[src/rtl/cpu_ctrl_pkg.sv]
// Shared definitions for the hardwired control sequencer.
// Holds the instruction opcode map, the sequencer state encoding and the
// packed control word that the decoder hands back to control_unit.
package cpu_ctrl_pkg;

  localparam int OPC_W = 5;

  localparam logic [OPC_W-1:0] OP_LD   = 5'b00000;
  localparam logic [OPC_W-1:0] OP_LDI  = 5'b00001;
  localparam logic [OPC_W-1:0] OP_ST   = 5'b00010;
  localparam logic [OPC_W-1:0] OP_ADD  = 5'b00011;
  localparam logic [OPC_W-1:0] OP_SUB  = 5'b00100;
  localparam logic [OPC_W-1:0] OP_AND  = 5'b00101;
  localparam logic [OPC_W-1:0] OP_OR   = 5'b00110;
  localparam logic [OPC_W-1:0] OP_SHR  = 5'b00111;
  localparam logic [OPC_W-1:0] OP_SHL  = 5'b01000;
  localparam logic [OPC_W-1:0] OP_ROR  = 5'b01001;
  localparam logic [OPC_W-1:0] OP_ROL  = 5'b01010;
  localparam logic [OPC_W-1:0] OP_ADDI = 5'b01011;
  localparam logic [OPC_W-1:0] OP_ANDI = 5'b01100;
  localparam logic [OPC_W-1:0] OP_ORI  = 5'b01101;
  localparam logic [OPC_W-1:0] OP_MUL  = 5'b01110;
  localparam logic [OPC_W-1:0] OP_DIV  = 5'b01111;
  localparam logic [OPC_W-1:0] OP_NEG  = 5'b10000;
  localparam logic [OPC_W-1:0] OP_NOT  = 5'b10001;
  localparam logic [OPC_W-1:0] OP_BRX  = 5'b10010;
  localparam logic [OPC_W-1:0] OP_JR   = 5'b10011;
  localparam logic [OPC_W-1:0] OP_JAL  = 5'b10100;
  localparam logic [OPC_W-1:0] OP_IN   = 5'b10101;
  localparam logic [OPC_W-1:0] OP_OUT  = 5'b10110;
  localparam logic [OPC_W-1:0] OP_MFHI = 5'b10111;
  localparam logic [OPC_W-1:0] OP_MFLO = 5'b11000;
  localparam logic [OPC_W-1:0] OP_NOP  = 5'b11001;
  localparam logic [OPC_W-1:0] OP_HALT = 5'b11010;

  typedef enum logic [3:0] {
    RESET_ST = 4'd0,
    T0       = 4'd1,
    T1       = 4'd2,
    T2       = 4'd3,
    T3       = 4'd4,
    T4       = 4'd5,
    T5       = 4'd6,
    T6       = 4'd7,
    T7       = 4'd8,
    PAUSE    = 4'd9,
    HALT     = 4'd10
  } state_t;

  typedef struct packed {
    logic gra, grb, grc, rin, rout, baout;
    logic hiin, loin, yin, zin, pcin, irin, marin, mdrin, outportin, conin;
    logic hiout, loout, zhighout, zlowout, pcout, mdrout, inportout, cout;
    logic read, write, incpc, run, done;
  } ctrl_t;

  // nop and every opcode above halt finish at the end of fetch
  function automatic logic ends_in_fetch(input logic [OPC_W-1:0] op);
    return (op == OP_NOP) || (op > OP_HALT);
  endfunction

endpackage

[src/rtl/control_decode.sv]
// Purely combinational control-word decoder.
// Ports: state_i  - current sequencer state
//        op_i     - opcode field IR[31:27]
//        con_ff_i - branch condition, only consulted in brx T6
//        ctrl_o   - every enable/select plus run and done
//        alu_op_o - ALU operation select (zero when the ALU is idle)
module control_decode
  import cpu_ctrl_pkg::*;
(
  input  state_t           state_i,
  input  logic [OPC_W-1:0] op_i,
  input  logic             con_ff_i,
  output ctrl_t            ctrl_o,
  output logic [OPC_W-1:0] alu_op_o
);

  // Control word as a function of (state, opcode); unlisted pairs stay idle
  always_comb begin
    ctrl_o   = '0;
    alu_op_o = {OPC_W{1'b0}};
    case (state_i)
      T0: begin ctrl_o.run = 1'b1; ctrl_o.pcout = 1'b1; ctrl_o.marin = 1'b1; ctrl_o.incpc = 1'b1; ctrl_o.zin = 1'b1; end
      T1: begin ctrl_o.run = 1'b1; ctrl_o.zlowout = 1'b1; ctrl_o.pcin = 1'b1; ctrl_o.read = 1'b1; ctrl_o.mdrin = 1'b1; end
      T2: begin
        ctrl_o.run = 1'b1; ctrl_o.mdrout = 1'b1; ctrl_o.irin = 1'b1;
        ctrl_o.done = ends_in_fetch(op_i);
      end
      T3: begin
        ctrl_o.run = 1'b1;
        case (op_i)
          OP_LD, OP_LDI, OP_ST: begin ctrl_o.grb = 1'b1; ctrl_o.baout = 1'b1; ctrl_o.yin = 1'b1; end
          OP_ADD, OP_SUB, OP_AND, OP_OR, OP_SHR, OP_SHL, OP_ROR, OP_ROL,
          OP_ADDI, OP_ANDI, OP_ORI: begin ctrl_o.grb = 1'b1; ctrl_o.rout = 1'b1; ctrl_o.yin = 1'b1; end
          OP_MUL, OP_DIV: begin ctrl_o.gra = 1'b1; ctrl_o.rout = 1'b1; ctrl_o.yin = 1'b1; end
          OP_NEG, OP_NOT: begin ctrl_o.grb = 1'b1; ctrl_o.rout = 1'b1; ctrl_o.zin = 1'b1; alu_op_o = op_i; end
          OP_BRX:  begin ctrl_o.gra = 1'b1; ctrl_o.rout = 1'b1; ctrl_o.conin = 1'b1; end
          OP_JR:   begin ctrl_o.gra = 1'b1; ctrl_o.rout = 1'b1; ctrl_o.pcin = 1'b1; ctrl_o.done = 1'b1; end
          OP_IN:   begin ctrl_o.inportout = 1'b1; ctrl_o.gra = 1'b1; ctrl_o.rin = 1'b1; ctrl_o.done = 1'b1; end
          OP_OUT:  begin ctrl_o.gra = 1'b1; ctrl_o.rout = 1'b1; ctrl_o.outportin = 1'b1; ctrl_o.done = 1'b1; end
          OP_MFHI: begin ctrl_o.hiout = 1'b1; ctrl_o.gra = 1'b1; ctrl_o.rin = 1'b1; ctrl_o.done = 1'b1; end
          OP_MFLO: begin ctrl_o.loout = 1'b1; ctrl_o.gra = 1'b1; ctrl_o.rin = 1'b1; ctrl_o.done = 1'b1; end
          // R15 <- PC; the assembler encodes 15 in the Rb field
          OP_JAL:  begin ctrl_o.pcout = 1'b1; ctrl_o.grb = 1'b1; ctrl_o.rin = 1'b1; end
          default: begin ctrl_o.run = 1'b1; end
        endcase
      end
      T4: begin
        ctrl_o.run = 1'b1;
        case (op_i)
          OP_LD, OP_LDI, OP_ST, OP_ADDI: begin ctrl_o.cout = 1'b1; ctrl_o.zin = 1'b1; alu_op_o = OP_ADD; end
          OP_ANDI: begin ctrl_o.cout = 1'b1; ctrl_o.zin = 1'b1; alu_op_o = OP_AND; end
          OP_ORI:  begin ctrl_o.cout = 1'b1; ctrl_o.zin = 1'b1; alu_op_o = OP_OR; end
          OP_ADD, OP_SUB, OP_AND, OP_OR, OP_SHR, OP_SHL, OP_ROR, OP_ROL: begin
            ctrl_o.grc = 1'b1; ctrl_o.rout = 1'b1; ctrl_o.zin = 1'b1; alu_op_o = op_i;
          end
          OP_MUL, OP_DIV: begin ctrl_o.grb = 1'b1; ctrl_o.rout = 1'b1; ctrl_o.zin = 1'b1; alu_op_o = op_i; end
          OP_NEG, OP_NOT: begin ctrl_o.zlowout = 1'b1; ctrl_o.gra = 1'b1; ctrl_o.rin = 1'b1; ctrl_o.done = 1'b1; end
          OP_BRX:  begin ctrl_o.pcout = 1'b1; ctrl_o.yin = 1'b1; end
          OP_JAL:  begin ctrl_o.gra = 1'b1; ctrl_o.rout = 1'b1; ctrl_o.pcin = 1'b1; ctrl_o.done = 1'b1; end
          default: begin ctrl_o.run = 1'b1; end
        endcase
      end
      T5: begin
        ctrl_o.run = 1'b1;
        case (op_i)
          OP_LDI, OP_ADD, OP_SUB, OP_AND, OP_OR, OP_SHR, OP_SHL, OP_ROR, OP_ROL,
          OP_ADDI, OP_ANDI, OP_ORI: begin ctrl_o.zlowout = 1'b1; ctrl_o.gra = 1'b1; ctrl_o.rin = 1'b1; ctrl_o.done = 1'b1; end
          OP_LD, OP_ST:   begin ctrl_o.zlowout = 1'b1; ctrl_o.marin = 1'b1; end
          OP_MUL, OP_DIV: begin ctrl_o.zlowout = 1'b1; ctrl_o.loin = 1'b1; end
          OP_BRX:  begin ctrl_o.cout = 1'b1; ctrl_o.zin = 1'b1; alu_op_o = OP_ADD; end
          default: begin ctrl_o.run = 1'b1; end
        endcase
      end
      T6: begin
        ctrl_o.run = 1'b1;
        case (op_i)
          OP_LD:   begin ctrl_o.read = 1'b1; ctrl_o.mdrin = 1'b1; end
          // Read stays low so MDR loads from the bus, not memory
          OP_ST:   begin ctrl_o.gra = 1'b1; ctrl_o.rout = 1'b1; ctrl_o.mdrin = 1'b1; end
          OP_MUL, OP_DIV: begin ctrl_o.zhighout = 1'b1; ctrl_o.hiin = 1'b1; ctrl_o.done = 1'b1; end
          OP_BRX:  begin ctrl_o.zlowout = 1'b1; ctrl_o.pcin = con_ff_i; ctrl_o.done = 1'b1; end
          default: begin ctrl_o.run = 1'b1; end
        endcase
      end
      T7: begin
        ctrl_o.run = 1'b1;
        case (op_i)
          OP_LD:   begin ctrl_o.mdrout = 1'b1; ctrl_o.gra = 1'b1; ctrl_o.rin = 1'b1; ctrl_o.done = 1'b1; end
          OP_ST:   begin ctrl_o.write = 1'b1; ctrl_o.done = 1'b1; end
          default: begin ctrl_o.run = 1'b1; end
        endcase
      end
      default: begin ctrl_o = '0; end
    endcase
  end

endmodule

[src/rtl/control_unit.sv]
// Hardwired Moore control sequencer for the single-bus datapath.
// Ports: Clock/clear (async active-low) - clock and reset
//        IR, CON_FF, Stop               - datapath feedback and pause request
//        opcode, register/bus/memory enables - decoded control word
//        Run, instr_done                - executing flag and end-of-instruction pulse
module control_unit
  import cpu_ctrl_pkg::*;
#(
  parameter int DATA_W = 32,
  parameter int OP_W   = 5
) (
  input  logic              Clock,
  input  logic              clear,
  input  logic [DATA_W-1:0] IR,
  input  logic              CON_FF,
  input  logic              Stop,
  output logic [OP_W-1:0]   opcode,
  output logic Gra, Grb, Grc, Rin, Rout, BAout,
  output logic HIin, LOin, Yin, Zin, PCin, IRin, MARin, MDRin, Outportin, CONin,
  output logic HIout, LOout, Zhighout, Zlowout, PCout, MDRout, Inportout, Cout,
  output logic Read, Write, IncPC,
  output logic Run,
  output logic instr_done
);

  state_t           state_q, state_d, entry_st_s;
  ctrl_t            cw_s;
  logic [OPC_W-1:0] op_s, alu_op_s;
  logic             unused_ir_s;

  assign op_s        = IR[DATA_W-1 -: OPC_W];
  assign unused_ir_s = ^IR[DATA_W-OPC_W-1:0];

  control_decode u_decode (
    .state_i  (state_q),
    .op_i     (op_s),
    .con_ff_i (CON_FF),
    .ctrl_o   (cw_s),
    .alu_op_o (alu_op_s)
  );

  // Next-state: Stop is only looked at when the sequencer is about to enter T0
  always_comb begin
    state_d = state_q;
    if (Stop) entry_st_s = PAUSE;
    else      entry_st_s = T0;
    case (state_q)
      RESET_ST: state_d = entry_st_s;
      PAUSE:    state_d = entry_st_s;
      HALT:     state_d = HALT;
      T0, T1, T2, T3, T4, T5, T6, T7: begin
        if (cw_s.done || (state_q == T7))               state_d = entry_st_s;
        else if ((state_q == T3) && (op_s == OP_HALT))  state_d = HALT;
        else                                            state_d = state_t'(state_q + 4'd1);
      end
      default: state_d = RESET_ST;
    endcase
  end

  // State register; clear aborts any instruction in flight
  always_ff @(posedge Clock or negedge clear) begin
    if (!clear) state_q <= RESET_ST;
    else        state_q <= state_d;
  end

  assign opcode     = OP_W'(alu_op_s);
  assign Gra        = cw_s.gra;       assign Grb       = cw_s.grb;       assign Grc     = cw_s.grc;
  assign Rin        = cw_s.rin;       assign Rout      = cw_s.rout;      assign BAout   = cw_s.baout;
  assign HIin       = cw_s.hiin;      assign LOin      = cw_s.loin;      assign Yin     = cw_s.yin;
  assign Zin        = cw_s.zin;       assign PCin      = cw_s.pcin;      assign IRin    = cw_s.irin;
  assign MARin      = cw_s.marin;     assign MDRin     = cw_s.mdrin;     assign CONin   = cw_s.conin;
  assign Outportin  = cw_s.outportin; assign HIout     = cw_s.hiout;     assign LOout   = cw_s.loout;
  assign Zhighout   = cw_s.zhighout;  assign Zlowout   = cw_s.zlowout;   assign PCout   = cw_s.pcout;
  assign MDRout     = cw_s.mdrout;    assign Inportout = cw_s.inportout; assign Cout    = cw_s.cout;
  assign Read       = cw_s.read;      assign Write     = cw_s.write;     assign IncPC   = cw_s.incpc;
  assign Run        = cw_s.run;       assign instr_done = cw_s.done;

endmodule

[config.mk]
export PLATFORM = sky130hd
export DESIGN_NAME = control_unit
export DESIGN_NICKNAME = d
export VERILOG_FILES = /design/src/rtl/cpu_ctrl_pkg.sv /design/src/rtl/control_decode.sv /design/src/rtl/control_unit.sv
export SDC_FILE = /design/constraint.sdc
export NUM_CORES = 1
export LEC_CHECK = 0
export CAP_MARGIN = 40
export CORE_UTILIZATION = 30
export DETAILED_ROUTE_END_ITERATION = 6
export GPL_ROUTABILITY_DRIVEN = 1
export PLACE_DENSITY = 0.65
export SYNTH_ARGS = -nofsm -noshare
export SYNTH_HDL_FRONTEND = slang
export SYNTH_SLANG_ARGS = --single-unit
[constraint.sdc]
create_clock -name Clock -period 4.31 [get_ports Clock]
set_clock_uncertainty 0.1 [all_clocks]
set_input_delay 0.6465 -clock Clock [delete_from_list [all_inputs] [get_ports Clock]]
set_output_delay 0.6465 -clock Clock [all_outputs]
set_load 0.05 [all_outputs]
==> impl_metrics.csv <==
group,metric,value,unit
hold_path,hold_path_class,"input pin to async pin",
worst_setup_path,crit_chain,"clkdlybuf4s50_1 -> buf_4 -> nand4bb_1 -> o221ai_2 -> a211oi_2 -> nand3_1 -> clkdlybuf4s50_1",
clocking,tritoncts,"done",
grt,met2_usage,0.349,
worst_setup_path,cp.depth,7,
synth,ys_ff_latch,4,
place,placed_cell_area,0.00151,mm^2
floorplanning,start_util,0.318,
synth,synth-seq-area-share,0.0937,
synth,async_flop_share,1.00,
synth,ys_types,54,
floorplanning,num_rows,21,
timing,max_freq,0.260,GHz
power,p_switching,0.483,mW
synth,synth_area,0.00107,mm^2
place,place.gp.congestion,0.904,
power,swShare,0.604,
worst_setup_path,cp_slowest_cell,"clkdlybuf4s50_1",
clocking,cts_sinks,4,
grt,grt_overflow,0,
power,p_comb_frac,0.825,
job,drv_cap,0,
power,power_density,524,mW/mm^2
grt,grt_max_degree,16,
power,leakagePower,0.638,nW
detailed_routing,avgRoutedWirePerCell,14.5,um
detailed_routing,drt-vias-per-instance,5.53,
grt,top_usage_layer,"met2",
place,dp_slack,0.502,ns
synth,synth_ff_type,"dfrtp_1",
worst_setup_path,critPathBufInv,3,
layout,largest_reg_flops,4,
clocking,cts.clk_slew.worst_paths,0.04,ns
grt,grt_util_met3,0.0294,
layout,regMostFlops,"state_q",
worst_setup_path,critPathMaxStageDelay,0.73,ns
detailed_routing,drt.antenna.violating_nets,0,
detailed_routing,drc,0,
floorplanning,fp.dieH,61.7,um
clocking,numCtsBuffers,3,
worst_setup_path,ff2ff_setup_slack,2.14,ns
worst_setup_path,critPathCaptureType,"output port",
place,port_buffers,42,
timing,maxSlewViolCount,0,
synth,synth_edf_count,0,
grt,grtUsageMet1,0.258,
power,pwr-share-seq,0.118,
power,power,0.800,mW
worst_setup_path,r2r-start,"state_q[1]",
layout,drive_above_1_share,0.149,
synth,syn_inst,162,
timing,finalCritPeriodShare,0.892,
timing,setup_viol,0,
power,p_int,0.317,mW
layout,syn_to_final_growth,43.0,%
timing,rsz0062_at_grt,"no",
place,dp_hpwl,2840,um
detailed_routing,wl,3570,um
worst_setup_path,cp_top_family,"buffers and inverters",
floorplanning,core-area,0.00336,mm^2
power,clkPwrFrac,0.057,
clocking,h-tree-depth,1,
layout,reg_top3,"state_q (4)",
worst_setup_path,r2r_end,"state_q[0]",
grt,first_global_vias,1272,
synth,yosys_warnings,0,
clocking,postCtsHoldBufs,0,
grt,antenna_found_initial,0,
floorplanning,die_w,61.7,um
outcome,status,"complete, no violations",
layout,nNetsFinal,243,
detailed_routing,drt_iter0_drc,36,
detailed_routing,first_pass_iters,4,
power,ir_worst_vdd,0.352,mV
grt,grt_first_pass_wirelength,5790,um
layout,diodes,0,
timing,hold_viol_final,0,
synth,synth_nets,202,
layout,n_fill_cell,366,
clocking,worstSkewPairLatency,0.23,ns
timing,fin_setup_tns,0,ns
timing,slew_headroom,0.659,
floorplanning,die-area,0.00380,mm^2
detailed_routing,num_vias,1366,
clocking,post_cts_buffers,0,
grt,grt_usage,0.202,
worst_setup_path,cp.required,3.56,ns
timing,fin_ws,0.465,ns
clocking,root_buffer,"clkbuf_4",
worst_setup_path,worstPathArrival,3.10,ns
worst_setup_path,path_max_fanout,13,
clocking,cts.repair.resized,0,
synth,synth.avg_cell_area,6.60,um^2
timing,worstMarginPinSlew,0.510,ns
worst_setup_path,reg2regPathDepth,7,
timing,min_period,3.84,ns
clocking,cts_max_path_buffers,2,
layout,fin_area,0.00153,mm^2
floorplanning,io_pins,70,
worst_setup_path,cp-start-kind,"input pin",
worst_setup_path,crit_top_cell,"clkdlybuf4s50_1",
worst_setup_path,critPathKind,"input pin to output port",
## placed cells by master (no fill, tap or decap), drive strengths merged, types with 2 or more instances in the layout
master	instances
o2bb2ai	2
nand3b	4
ha	4
inv	8
o211ai	3
nand3	9
o21ai	10
dfrtp	4
nor3	11
or3	3
a211oi	2
nor2	18
a21o	4
a41o	2
clkdlybuf4s50	33
buf	16
nand2b	4
clkbuf	3
or2	7
nor3b	3
o221ai	2
o22ai	5
nand4b	3
a21oi	6
nand2	17
## synth_stat cells (2+ instances only)
cell type  number  share of area
or2_2           3          0.018
a21oi_1         6          0.028
nand2b_1        3          0.018
nand3b_1        4          0.028
nor3_1         10          0.047
o21ai_0         7          0.033
nor2_1         18          0.063
ha_1            4          0.047
a41o_1          2          0.019
inv_1           7          0.025
o2bb2ai_1       2          0.016
buf_2           6          0.028
o21ai_1         3          0.014
a21o_1          4          0.028
nand4b_1        2          0.016
or3_1           3          0.018
nand3_1         9          0.042
clkbuf_1        4          0.014
buf_4           2          0.014
nor3b_1         3          0.021
o22ai_1         5          0.029
o211ai_1        3          0.021
nand2_1        17          0.060
or2_1           2          0.012
dfrtp_1         4          0.094
## through the flow
stage / util / std cells / hold WS (ns)
after floorplan: - / 162 / 0.251
after global placement: 0.448 / 244 / 0.617
after detailed placement: 0.448 / 244 / 0.624
after CTS: 0.454 / 247 / 0.505
after global routing: 0.454 / 247 / 0.506
final: 0.454 / 247 / 0.508
## final cells by class
class / instances / area (um^2) / area share
Tap cell: 46 / 57.6 / 0.0377
Timing Repair Buffer: 49 / 450 / 0.295
Inverter: 8 / 30.0 / 0.0197
Clock buffer: 3 / 22.5 / 0.0147
Multi-Input combinational cell: 137 / 867 / 0.568
Sequential cell: 4 / 100 / 0.0655
## worst max-delay path by stage
stage | from | endpoint | slack [ns]
floorplan | IR[30] | opcode[0] | 0.51
global placement | IR[27] | Gra | 0.49
detailed placement | IR[31] | Rout | 0.50
CTS | IR[31] | Rout | 0.50
global route | IR[29] | Gra | 0.34
finish | IR[30] | Gra | 0.47
## power groups by stage
stage,registers (mW),logic [mW],clock network (mW)
2_1_floorplan,0.0706,0.493,0
5_1_grt,0.0999,0.710,0.0525
3_5_place_dp,0.0946,0.659,0
6_report,0.0943,0.660,0.0454
3_3_place_gp,0.0946,0.657,0
4_1_cts,0.0940,0.661,0.0479
## kinds of logic (layout without fill, tap and decap cells)
logic type	count (synthesis)	after routing	share of synthesized area
flops	4	4	0.0937
buf+inv	21	60	0.0948
xor+xnor	2	2	0.0164
compound gates	43	43	0.286
fa+ha+maj	4	4	0.0468
simple gates	88	88	0.463
## per-layer routing
layer  vias to the layer above  wire length [um]  part of all wire
met3                         6               216             0.061
met2                        45              1730              0.48
met4                         0                49             0.014
met5                         -                 0                 0
li1                        676                 -                 -
met1                       639              1570              0.44
## worst register-to-register path, cell delays in order, from the launching register on
cell and delay [ns]:
dfrtp_1 0.38, inv_1 0.08, ha_1 0.26, and4b_1 0.27, o2bb2ai_1 0.15, a211oi_2 0.35
nand2_1 0.19, or2_1 0.27
(Power assumes the default switching activity.)
